$ cat src/rtl/fetch_decode_stage_if.sv
// Fetch/decode stage bus: downstream control (stall, flush, redirects),
// instruction-memory port and the IF/ID register outputs.
// master = the fetch stage, slave = the surrounding pipeline and memory.
interface fetch_decode_stage_if;
  logic        stall;
  logic        flush;
  logic        branch_taken;
  logic [31:0] branch_target;
  logic        jump;
  logic [31:0] jump_target;
  logic [31:0] imem_addr;
  logic        imem_en;
  logic [31:0] imem_data;
  logic [31:0] id_instr;
  logic [31:0] id_pc_plus4;
  logic [5:0]  id_opcode;
  logic        id_valid;
  logic        halted;
  logic        misalign_err;
  logic [31:0] fetch_count;

  modport master (
    input  stall, flush, branch_taken, branch_target, jump, jump_target,
    input  imem_data,
    output imem_addr, imem_en,
    output id_instr, id_pc_plus4, id_opcode, id_valid,
    output halted, misalign_err, fetch_count
  );

  modport slave (
    output stall, flush, branch_taken, branch_target, jump, jump_target,
    output imem_data,
    input  imem_addr, imem_en,
    input  id_instr, id_pc_plus4, id_opcode, id_valid,
    input  halted, misalign_err, fetch_count
  );
endinterface

$ cat src/rtl/fetch_decode_stage.sv
// Instruction fetch stage with IF/ID pipeline register.
// Owns the PC, drives a combinational byte-addressed instruction memory and
// latches {instruction, PC+4, valid} for decode. Redirects take effect on
// the fetch after the one in flight, preserving the MIPS delay slot.
module fetch_decode_stage #(
  parameter logic [31:0] RESET_PC  = 32'h0000_0000,
  parameter int unsigned MEM_BYTES = 512,
  parameter logic [31:0] NOP_WORD  = 32'h0000_0000
) (
  input  logic                  clk,
  input  logic                  reset,
  fetch_decode_stage_if.master  bus
);

  typedef enum logic [1:0] {
    ST_RUN  = 2'd0,
    ST_HALT = 2'd1,
    ST_ERR  = 2'd2
  } state_t;

  state_t      state_q;
  logic [31:0] pc_q;
  logic [31:0] instr_q;
  logic [31:0] pc_plus4_q;
  logic        valid_q;
  logic [31:0] count_q;
  logic        imem_en_q;
  logic        halted_q;
  logic        misalign_q;

  logic [31:0] pc_plus4_d;
  logic [31:0] next_pc_d;
  logic        pc_in_range_d;
  logic        next_in_range_d;
  logic        next_aligned_d;

  // A whole 4-byte word starting at addr must lie inside the memory.
  function automatic logic word_in_range(input logic [31:0] addr);
    logic [32:0] last_byte;
    last_byte = {1'b0, addr} + 33'd3;
    return last_byte < 33'(MEM_BYTES);
  endfunction

  // Fetch counter sticks at all-ones rather than wrapping.
  function automatic logic [31:0] sat_inc(input logic [31:0] v);
    return (v == 32'hFFFF_FFFF) ? v : v + 32'd1;
  endfunction

  // Next-PC selection: jump beats branch, otherwise sequential.
  always_comb begin
    pc_plus4_d = pc_q + 32'd4;
    next_pc_d  = pc_plus4_d;
    if (bus.jump) begin
      next_pc_d = bus.jump_target;
    end else if (bus.branch_taken) begin
      next_pc_d = bus.branch_target;
    end
    pc_in_range_d   = word_in_range(pc_q);
    next_in_range_d = word_in_range(next_pc_d);
    next_aligned_d  = (next_pc_d[1:0] == 2'b00);
  end

  // Fetch FSM, PC and IF/ID register with registered status outputs.
  always_ff @(posedge clk or posedge reset) begin
    if (reset) begin
      state_q    <= ST_RUN;
      pc_q       <= RESET_PC;
      instr_q    <= NOP_WORD;
      pc_plus4_q <= 32'd0;
      valid_q    <= 1'b0;
      count_q    <= 32'd0;
      imem_en_q  <= 1'b1;
      halted_q   <= 1'b0;
      misalign_q <= 1'b0;
    end else begin
      case (state_q)
        ST_RUN: begin
          if (!pc_in_range_d) begin
            // PC already outside memory: stop without fetching.
            state_q    <= ST_HALT;
            halted_q   <= 1'b1;
            imem_en_q  <= 1'b0;
            instr_q    <= NOP_WORD;
            pc_plus4_q <= 32'd0;
            valid_q    <= 1'b0;
          end else if (bus.stall) begin
            // PC and redirects frozen; only a flush may disturb IF/ID.
            if (bus.flush) begin
              instr_q    <= NOP_WORD;
              pc_plus4_q <= 32'd0;
              valid_q    <= 1'b0;
            end
          end else begin
            if (bus.flush) begin
              instr_q    <= NOP_WORD;
              pc_plus4_q <= 32'd0;
              valid_q    <= 1'b0;
            end else begin
              instr_q    <= bus.imem_data;
              pc_plus4_q <= pc_plus4_d;
              valid_q    <= 1'b1;
              count_q    <= sat_inc(count_q);
            end
            if (!next_aligned_d) begin
              // Misaligned target: keep the PC, lock up until reset.
              state_q    <= ST_ERR;
              misalign_q <= 1'b1;
              imem_en_q  <= 1'b0;
            end else begin
              pc_q <= next_pc_d;
              if (!next_in_range_d) begin
                state_q   <= ST_HALT;
                halted_q  <= 1'b1;
                imem_en_q <= 1'b0;
              end
            end
          end
        end
        default: begin
          // HALT/ERR are terminal: feed bubbles, freeze everything else.
          instr_q    <= NOP_WORD;
          pc_plus4_q <= 32'd0;
          valid_q    <= 1'b0;
        end
      endcase
    end
  end

  assign bus.imem_addr    = pc_q;
  assign bus.imem_en      = imem_en_q;
  assign bus.id_instr     = instr_q;
  assign bus.id_pc_plus4  = pc_plus4_q;
  assign bus.id_opcode    = instr_q[31:26];
  assign bus.id_valid     = valid_q;
  assign bus.halted       = halted_q;
  assign bus.misalign_err = misalign_q;
  assign bus.fetch_count  = count_q;

endmodule

$ cat src/flat_wrapper.sv
// flat-port wrapper written by rule: the top's interface ports become plain ports
module fetch_decode_stage_flat 
#(
  parameter logic [31:0] RESET_PC  = 32'h0000_0000,
  parameter int unsigned MEM_BYTES = 512,
  parameter logic [31:0] NOP_WORD  = 32'h0000_0000
)
  (clk, reset, bus_stall, bus_flush, bus_branch_taken, bus_branch_target, bus_jump, bus_jump_target, bus_imem_data, bus_imem_addr, bus_imem_en, bus_id_instr, bus_id_pc_plus4, bus_id_opcode, bus_id_valid, bus_halted, bus_misalign_err, bus_fetch_count);
  fetch_decode_stage_if bus_i ();
  input  logic clk;
  input  logic reset;
  input wire logic [$bits(bus_i.stall)-1:0] bus_stall;
  input wire logic [$bits(bus_i.flush)-1:0] bus_flush;
  input wire logic [$bits(bus_i.branch_taken)-1:0] bus_branch_taken;
  input wire logic [$bits(bus_i.branch_target)-1:0] bus_branch_target;
  input wire logic [$bits(bus_i.jump)-1:0] bus_jump;
  input wire logic [$bits(bus_i.jump_target)-1:0] bus_jump_target;
  input wire logic [$bits(bus_i.imem_data)-1:0] bus_imem_data;
  output wire logic [$bits(bus_i.imem_addr)-1:0] bus_imem_addr;
  output wire logic [$bits(bus_i.imem_en)-1:0] bus_imem_en;
  output wire logic [$bits(bus_i.id_instr)-1:0] bus_id_instr;
  output wire logic [$bits(bus_i.id_pc_plus4)-1:0] bus_id_pc_plus4;
  output wire logic [$bits(bus_i.id_opcode)-1:0] bus_id_opcode;
  output wire logic [$bits(bus_i.id_valid)-1:0] bus_id_valid;
  output wire logic [$bits(bus_i.halted)-1:0] bus_halted;
  output wire logic [$bits(bus_i.misalign_err)-1:0] bus_misalign_err;
  output wire logic [$bits(bus_i.fetch_count)-1:0] bus_fetch_count;
  assign bus_i.stall = bus_stall;
  assign bus_i.flush = bus_flush;
  assign bus_i.branch_taken = bus_branch_taken;
  assign bus_i.branch_target = bus_branch_target;
  assign bus_i.jump = bus_jump;
  assign bus_i.jump_target = bus_jump_target;
  assign bus_i.imem_data = bus_imem_data;
  assign bus_imem_addr = bus_i.imem_addr;
  assign bus_imem_en = bus_i.imem_en;
  assign bus_id_instr = bus_i.id_instr;
  assign bus_id_pc_plus4 = bus_i.id_pc_plus4;
  assign bus_id_opcode = bus_i.id_opcode;
  assign bus_id_valid = bus_i.id_valid;
  assign bus_halted = bus_i.halted;
  assign bus_misalign_err = bus_i.misalign_err;
  assign bus_fetch_count = bus_i.fetch_count;
  fetch_decode_stage #(.RESET_PC(RESET_PC), .MEM_BYTES(MEM_BYTES), .NOP_WORD(NOP_WORD)) u_core (.clk(clk), .reset(reset), .bus(bus_i));
endmodule
$ cat config.mk
export PLATFORM = sky130hd
export DESIGN_NAME = fetch_decode_stage_flat
export DESIGN_NICKNAME = d
export VERILOG_FILES = /design/src/rtl/fetch_decode_stage_if.sv /design/src/rtl/fetch_decode_stage.sv /design/src/flat_wrapper.sv
export SDC_FILE = /design/constraint.sdc
export NUM_CORES = 1
export LEC_CHECK = 0
export ABC_CLOCK_PERIOD_IN_PS = 4900
export CAP_MARGIN = 20
export CORE_UTILIZATION = 42
export DETAILED_ROUTE_END_ITERATION = 10
export GPL_ROUTABILITY_DRIVEN = 0
export GPL_TIMING_DRIVEN = 0
export PLACE_DENSITY = 0.74
export SLEW_MARGIN = 20
export SYNTH_ARGS = -nofsm -noshare
export SYNTH_HDL_FRONTEND = slang
export SYNTH_SLANG_ARGS = --single-unit
$ cat constraint.sdc
create_clock -name clk -period 4.9 [get_ports clk]
set_clock_uncertainty 0.05 [all_clocks]
set_input_delay 1.47 -clock clk [delete_from_list [all_inputs] [get_ports clk]]
set_output_delay 1.47 -clock clk [all_outputs]
set_load 0.01 [all_outputs]
# Word-level counts from Yosys, hierarchy flattened
# Cells that the tools add are included.
[classes]
n_eq_ne = 6
magnitude_cmp = 2
add_sub_neg = 4
bitwise = 4
reduce_logical = 7
muxes = 28
[ops]
columns = ["cell", "count"]
rows = [
  ["two-way mux 32 bit", 11],
  ["adder 32 x 2 -> 33 bit, second input constant", 2],
  ["< comparator 33 x 10 -> 1 bit, second input constant", 2],
  ["adder 32 x 1 -> 32 bit, second input constant", 1],
  ["adder 32 x 3 -> 32 bit, second input constant", 1],
  ["equality test 32 bit, second input constant", 1],
  ["two-way mux 1 bit", 13],
  ["AND reduction 4 bit", 3],
  ["two-way mux 2 bit", 4],
  ["inequality test 2 bit, second input constant", 3],
  ["AND reduction 5 bit", 1],
  ["logical NOT 2 bit", 2],
  ["inequality test 4 bit, second input constant", 1],
  ["inverter 1 bit", 4],
  ["inequality test 3 bit, second input constant", 1],
  ["AND reduction 3 bit", 1],
]
[word_totals]
in_bits = 102
word_cells = 60
ff_bits = 134
out_inout_bits = 138

# Depth between registers and ports, before layout
[depth]
word_depth = 9
ltp_mapped = 14
mapped_depth_nobuf = 11

# Least setup slack after synthesis
# OpenSTA, ideal clock, no wires.
[synth_timing]
path_kind = "input to register"
start = "input port bus_jump"
end = "register u_core.imem_en_q, in the netlist u_core.bus.imem_en"
setup_time_ns = 0.062
required_time_ns = 4.788
cell_stages = 11
n_path_buf = 1
slack_ns = 0.615
arrival_ns = 4.173
path_cell_list = "clkbuf_1 -> nor3b_1 -> a221oi_1 -> nand4_1 -> a2111oi_0 -> nand4_1 -> nor4b_1 -> nand4_1 -> mux2i_1 -> nor4_2 -> a41o_1"
[synth_via]
elab_chain_len = 5
elab_cells_between_ends = 9
classes_between = "1 x add/sub; 1 x order compare; 1 x eq/ne; 4 x mux; 2 x reduce/logical"
[synth_lines]
columns = ["item", "line", "rtl"]
rows = [
  ["start, declared", "flat_wrapper.sv:16", "input wire logic [$bits(bus_i.jump)-1:0] bus_jump;"],
  ["two-way mux 32 bit *", "fetch_decode_stage.sv:53", "if (bus.jump) begin"],
  ["adder 32 x 2 -> 33 bit or logical NOT 2 bit (tied branches)", "fetch_decode_stage.sv:40, fetch_decode_stage.sv:60", ""],
  ["< comparator 33 x 10 -> 1 bit or two-way mux 1 bit (tied branches)", "fetch_decode_stage.sv:41, fetch_decode_stage.sv:104", ""],
  ["inequality test 3 bit (no line) or two-way mux 1 bit (tied branches)", "n/a", ""],
  ["AND reduction 3 bit (no line) or two-way mux 1 bit (tied branches)", "n/a", ""],
  ["end signal, assigned", "fetch_decode_stage.sv:72", "imem_en_q <= 1'b1;"],
  ["end signal, assigned", "fetch_decode_stage.sv:82", "imem_en_q <= 1'b0;"],
  ["end signal, assigned", "fetch_decode_stage.sv:108", "imem_en_q <= 1'b0;"],
  ["end, declared", "fetch_decode_stage.sv:27", "logic imem_en_q;"],
]
# Mark *: on every way between the ends. The rest lies on a longest branch, timed or not. The select of a mux whose other input is x is not followed.
# A chain may end at the register's enable or synchronous reset.

# Final worst setup path
[layout_timing]
start = "input port bus_branch_taken"
end = "register u_core.imem_en_q, in the netlist u_core.bus.imem_en"
[layout_via]
elab_chain_len = 6
elab_cells_between_ends = 10
classes_between = "1 x add/sub; 1 x order compare; 1 x eq/ne; 5 x mux; 2 x reduce/logical"
[layout_lines]
columns = ["item", "line", "rtl"]
rows = [
  ["start, declared", "flat_wrapper.sv:14", "input wire logic [$bits(bus_i.branch_taken)-1:0] bus_branch_taken;"],
  ["two-way mux 32 bit *", "fetch_decode_stage.sv:55", "end else if (bus.branch_taken) begin"],
  ["two-way mux 32 bit *", "fetch_decode_stage.sv:53", ""],
  ["adder 32 x 2 -> 33 bit or logical NOT 2 bit (tied branches)", "fetch_decode_stage.sv:40, fetch_decode_stage.sv:60", ""],
  ["< comparator 33 x 10 -> 1 bit or two-way mux 1 bit (tied branches)", "fetch_decode_stage.sv:41, fetch_decode_stage.sv:104", ""],
  ["inequality test 3 bit (no line) or two-way mux 1 bit (tied branches)", "n/a", ""],
  ["AND reduction 3 bit (no line) or two-way mux 1 bit (tied branches)", "n/a", ""],
]
# Marked as above.

==> qor.yml <==
required_ns: 5.22
synth-seq-area-share: 0.4563
drtIter0Drc: 546
synth_area_leaders: "dfrtp_1 (45%), a22o_1 (4.9%), xnor2_1 (4.8%), nand2_1 (3.7%), nand4_1 (2.9%)"
fin_crit_ns: 4.827
setup_ws_ns: 0.07339
yosys_warnings: 0
chipWidth_um: 134.3
cts_hold_buf: 0
overflow: 0
p_leak_uw: 0.004583
path_cells: "clkdlybuf4s50_1 > nor2b_1 > clkbuf_2 > clkbuf_2 > a22oi_1 > a211oi_1 > nor4b_4 > nand4_1 > mux2i_1 > nor4_4 > a41o_1"
via_per_inst: 5.716
crit_path_end_kind: "register"
critPathSlowestCell: "clkdlybuf4s50_1"
areaGrowthSynthToFinish_pct: 46.60
fill_cells: 1479
ant_nets: 0
dpl.hpwl_mm: 18.24
antenna_found_initial: 1
grt_max_degree: 34
setup_viol: 0
whs_path_depth: 2
period_share: 0.9850
numPortBuffers: 239
synthesis.nets: 872
crit_cells: 11
r2r_start: "u_core.bus.imem_addr[2]"
dieArea_mm2: 0.01804
ys_ff_latch: 134
grt_pass1_vias: 6833
finalHoldViolations: 0
drive_above_1_share: 0.09004
critPathArrivalTime_ns: 5.14
die_y_um: 134.3
wl_per_cell_um: 19.11
vdd_drop_max_mv: 0.2762
synthFlopType: "dfrtp_1"
drt_pass1_iterations: 5
cts.clk_slew.worst_paths_ns: 0.06
track_usage: 0.2716
cts_sinks: 134
powerDensity_mw_per_mm2: 241.1
yosys.area.top_type: "dfrtp_1"
crit_type: "in -> reg"
cpLargestDelayFamily: "buffers and inverters"
syn_area_mm2: 0.007351
worst_slew_pin_slew_ns: 0.8821
tns_ns: 0
vias: 7259
rows: 48
cp-start-kind: "input port"
max_cap_viol_count: 0
clk_latency_ns: 0.43
num_io_pins: 240
core_area_mm2: 0.01718
synth_cells: 768
worst_path_largest_cell_delay_ns: 0.66
ys_types: 75
cts_tree: "built"
final-max-slew-violation-count: 0
numCtsBuffers: 17
startpoint: "bus_branch_taken"
drt_wl_total_mm: 24.27
fin_nets: 1135
cp_common_cell: "clkbuf_2"
synth_top_area_frac: 0.4528
pre_cts_ws_ns: -1.391
path_buf_inv: 3
syn_avg_cell_area_um2: 9.571
synth_edf_count: 0
timing.slew.headroom: 0.4071
reg2regPathDepth: 13
synthArstFlopShare: 1.000
cts.path.max_buffers: 2
hp-class: "reg -> reg"
cts-root-buf: "clkbuf_16"
status: "finished clean"
grt_pass1_wl_mm: 38.05
max_freq_mhz: 207.2
hp-start: "u_core.bus.id_valid"
initial_core_util: 0.4280
crit_path_max_fanout: 10
htree_levels: 4
drcViolationCount: 0
[cell usage after synthesis, types with 6 or more instances]
cell type  count
dfrtp_1      133
nand2_1       72
a22o_1        41
xnor2_1       40
nor2_1        37
nand4_1       34
clkbuf_1      31
nand3_1       30
and2_1        24
a21o_1        21
a21oi_1       20
o21ai_0       20
nor3_1        19
buf_2         17
a22oi_1       16
inv_1         16
nor4_1        15
and3_1        13
xor2_1        10
buf_4          8
nand2b_1       8
nor2b_1        8
o21a_1         8
o21ai_1        8
a31oi_1        7
mux2i_1        7
or4_1          7
nor4_2         6
o31ai_1        6
or3_1          6
[worst register-to-register path, delay by kind of cell (launching register included)]
| kind | cells | cell delay (ns) |
|---|---|---|
| flip-flops | 1 | 0.49 |
| AO/OA/AOI/OAI | 2 | 0.39 |
| adder cells (fa/ha/maj) | 1 | 0.34 |
| buffers and inverters | 3 | 1.08 |
| AND/OR/NAND/NOR | 7 | 2.18 |
[final cells by class]
class	instances	area, um^2	share of cell area
multi-input combinational	556	3715	0.3447
sequential	134	3354	0.3113
timing repair buffer	244	2480	0.2301
clock buffer	19	432.9	0.04017
buffer	61	291.5	0.02705
tap	225	281.5	0.02612
clock inverter	13	147.6	0.01370
inverter	17	71.32	0.006618
antenna	1	2.502	0.0002322
[final timing paths]
| path | endpoint | slack, ns |
|---|---|---|
| worst min-delay path | u_core.bus.id_valid | 0.43 |
| worst max register to register | u_core.bus.imem_addr[4] | 0.21 |
| worst max-delay path | u_core.bus.imem_en | 0.07 |
| max in group asynchronous | u_core.bus.fetch_count[22] | 2.69 |
| worst min register to register | u_core.bus.id_valid | 0.43 |
| min in group asynchronous | u_core.bus.id_pc_plus4[10] | 1.36 |
[report_power, final]
part	switching (uW)	total, uW	internal, uW
clock network	514	1270	755
logic	110	222	113
registers	0	1110	1110
total	623	2600	1970
[metal layers]
layer / global-route usage / vias to the layer above / share of wire
met2: 0.4565 / 358 / 0.48
met4: 0.1005 / 0 / 0.023
met1: 0.3480 / 3476 / 0.42
met3: 0.05026 / 45 / 0.076
li1: - / 3380 / -
met5: 0 / - / 0
[stage by stage]
step / hold slack (ns) / instances / cell area, um^2 / total power [uW] / utilization
5_1_grt: 0.4442 / 1270 / 10780 / 2681 / 0.6274
3_3_place_gp: 0.4089 / 1232 / 10030 / 1331 / 0.5838
2_1_floorplan: 0.4272 / 768 / 7355 / 1216 / -
3_5_place_dp: 0.4154 / 1236 / 10110 / 1341 / 0.5885
6_report: 0.4280 / 1270 / 10780 / 2598 / 0.6274
4_1_cts: 0.4298 / 1268 / 10730 / 2608 / 0.6249
[cell families after synthesis]
logic type                 count (synthesis)  synth area share
and+or+nand+nor                          302            0.2281
AOI/OAI and AO/OA                        193            0.1930
DFF                                      134            0.4563
buffers and inverters                     78           0.04698
xor gates and xnor gates                  50           0.05957
muxes                                      9           0.01260
adders and majority gates                  2          0.003404
[layout by cell type (no fill, tap or decap), types with 24 or more instances in the layout]
cell | netlist | routed
xnor2_1 | 40 | 40
clkdlybuf4s50_1 | 0 | 239
a22o_1 | 41 | 41
clkbuf_1 | 31 | 25
nor2_1 | 37 | 37
nand4_1 | 34 | 34
nand3_1 | 30 | 30
nand2_1 | 72 | 72
and2_1 | 24 | 24
dfrtp_1 | 133 | 133
[state kept, by name (all words and copies together) (netlist names), 2 cells and up]
name                    flops
u_core.bus.fetch_count     32
u_core.bus.id_instr        32
u_core.bus.id_pc_plus4     32
u_core.bus.imem_addr       32
u_core.state_q              2
[what timing repair did]
action                     4_1_cts  5_1_grt
buffers inserted                 0        1
setup endpoints to repair        3        3
pin swaps                        1        1
gates resized for setup         14        4
Note: power is estimated with default switching activity, not from simulation.
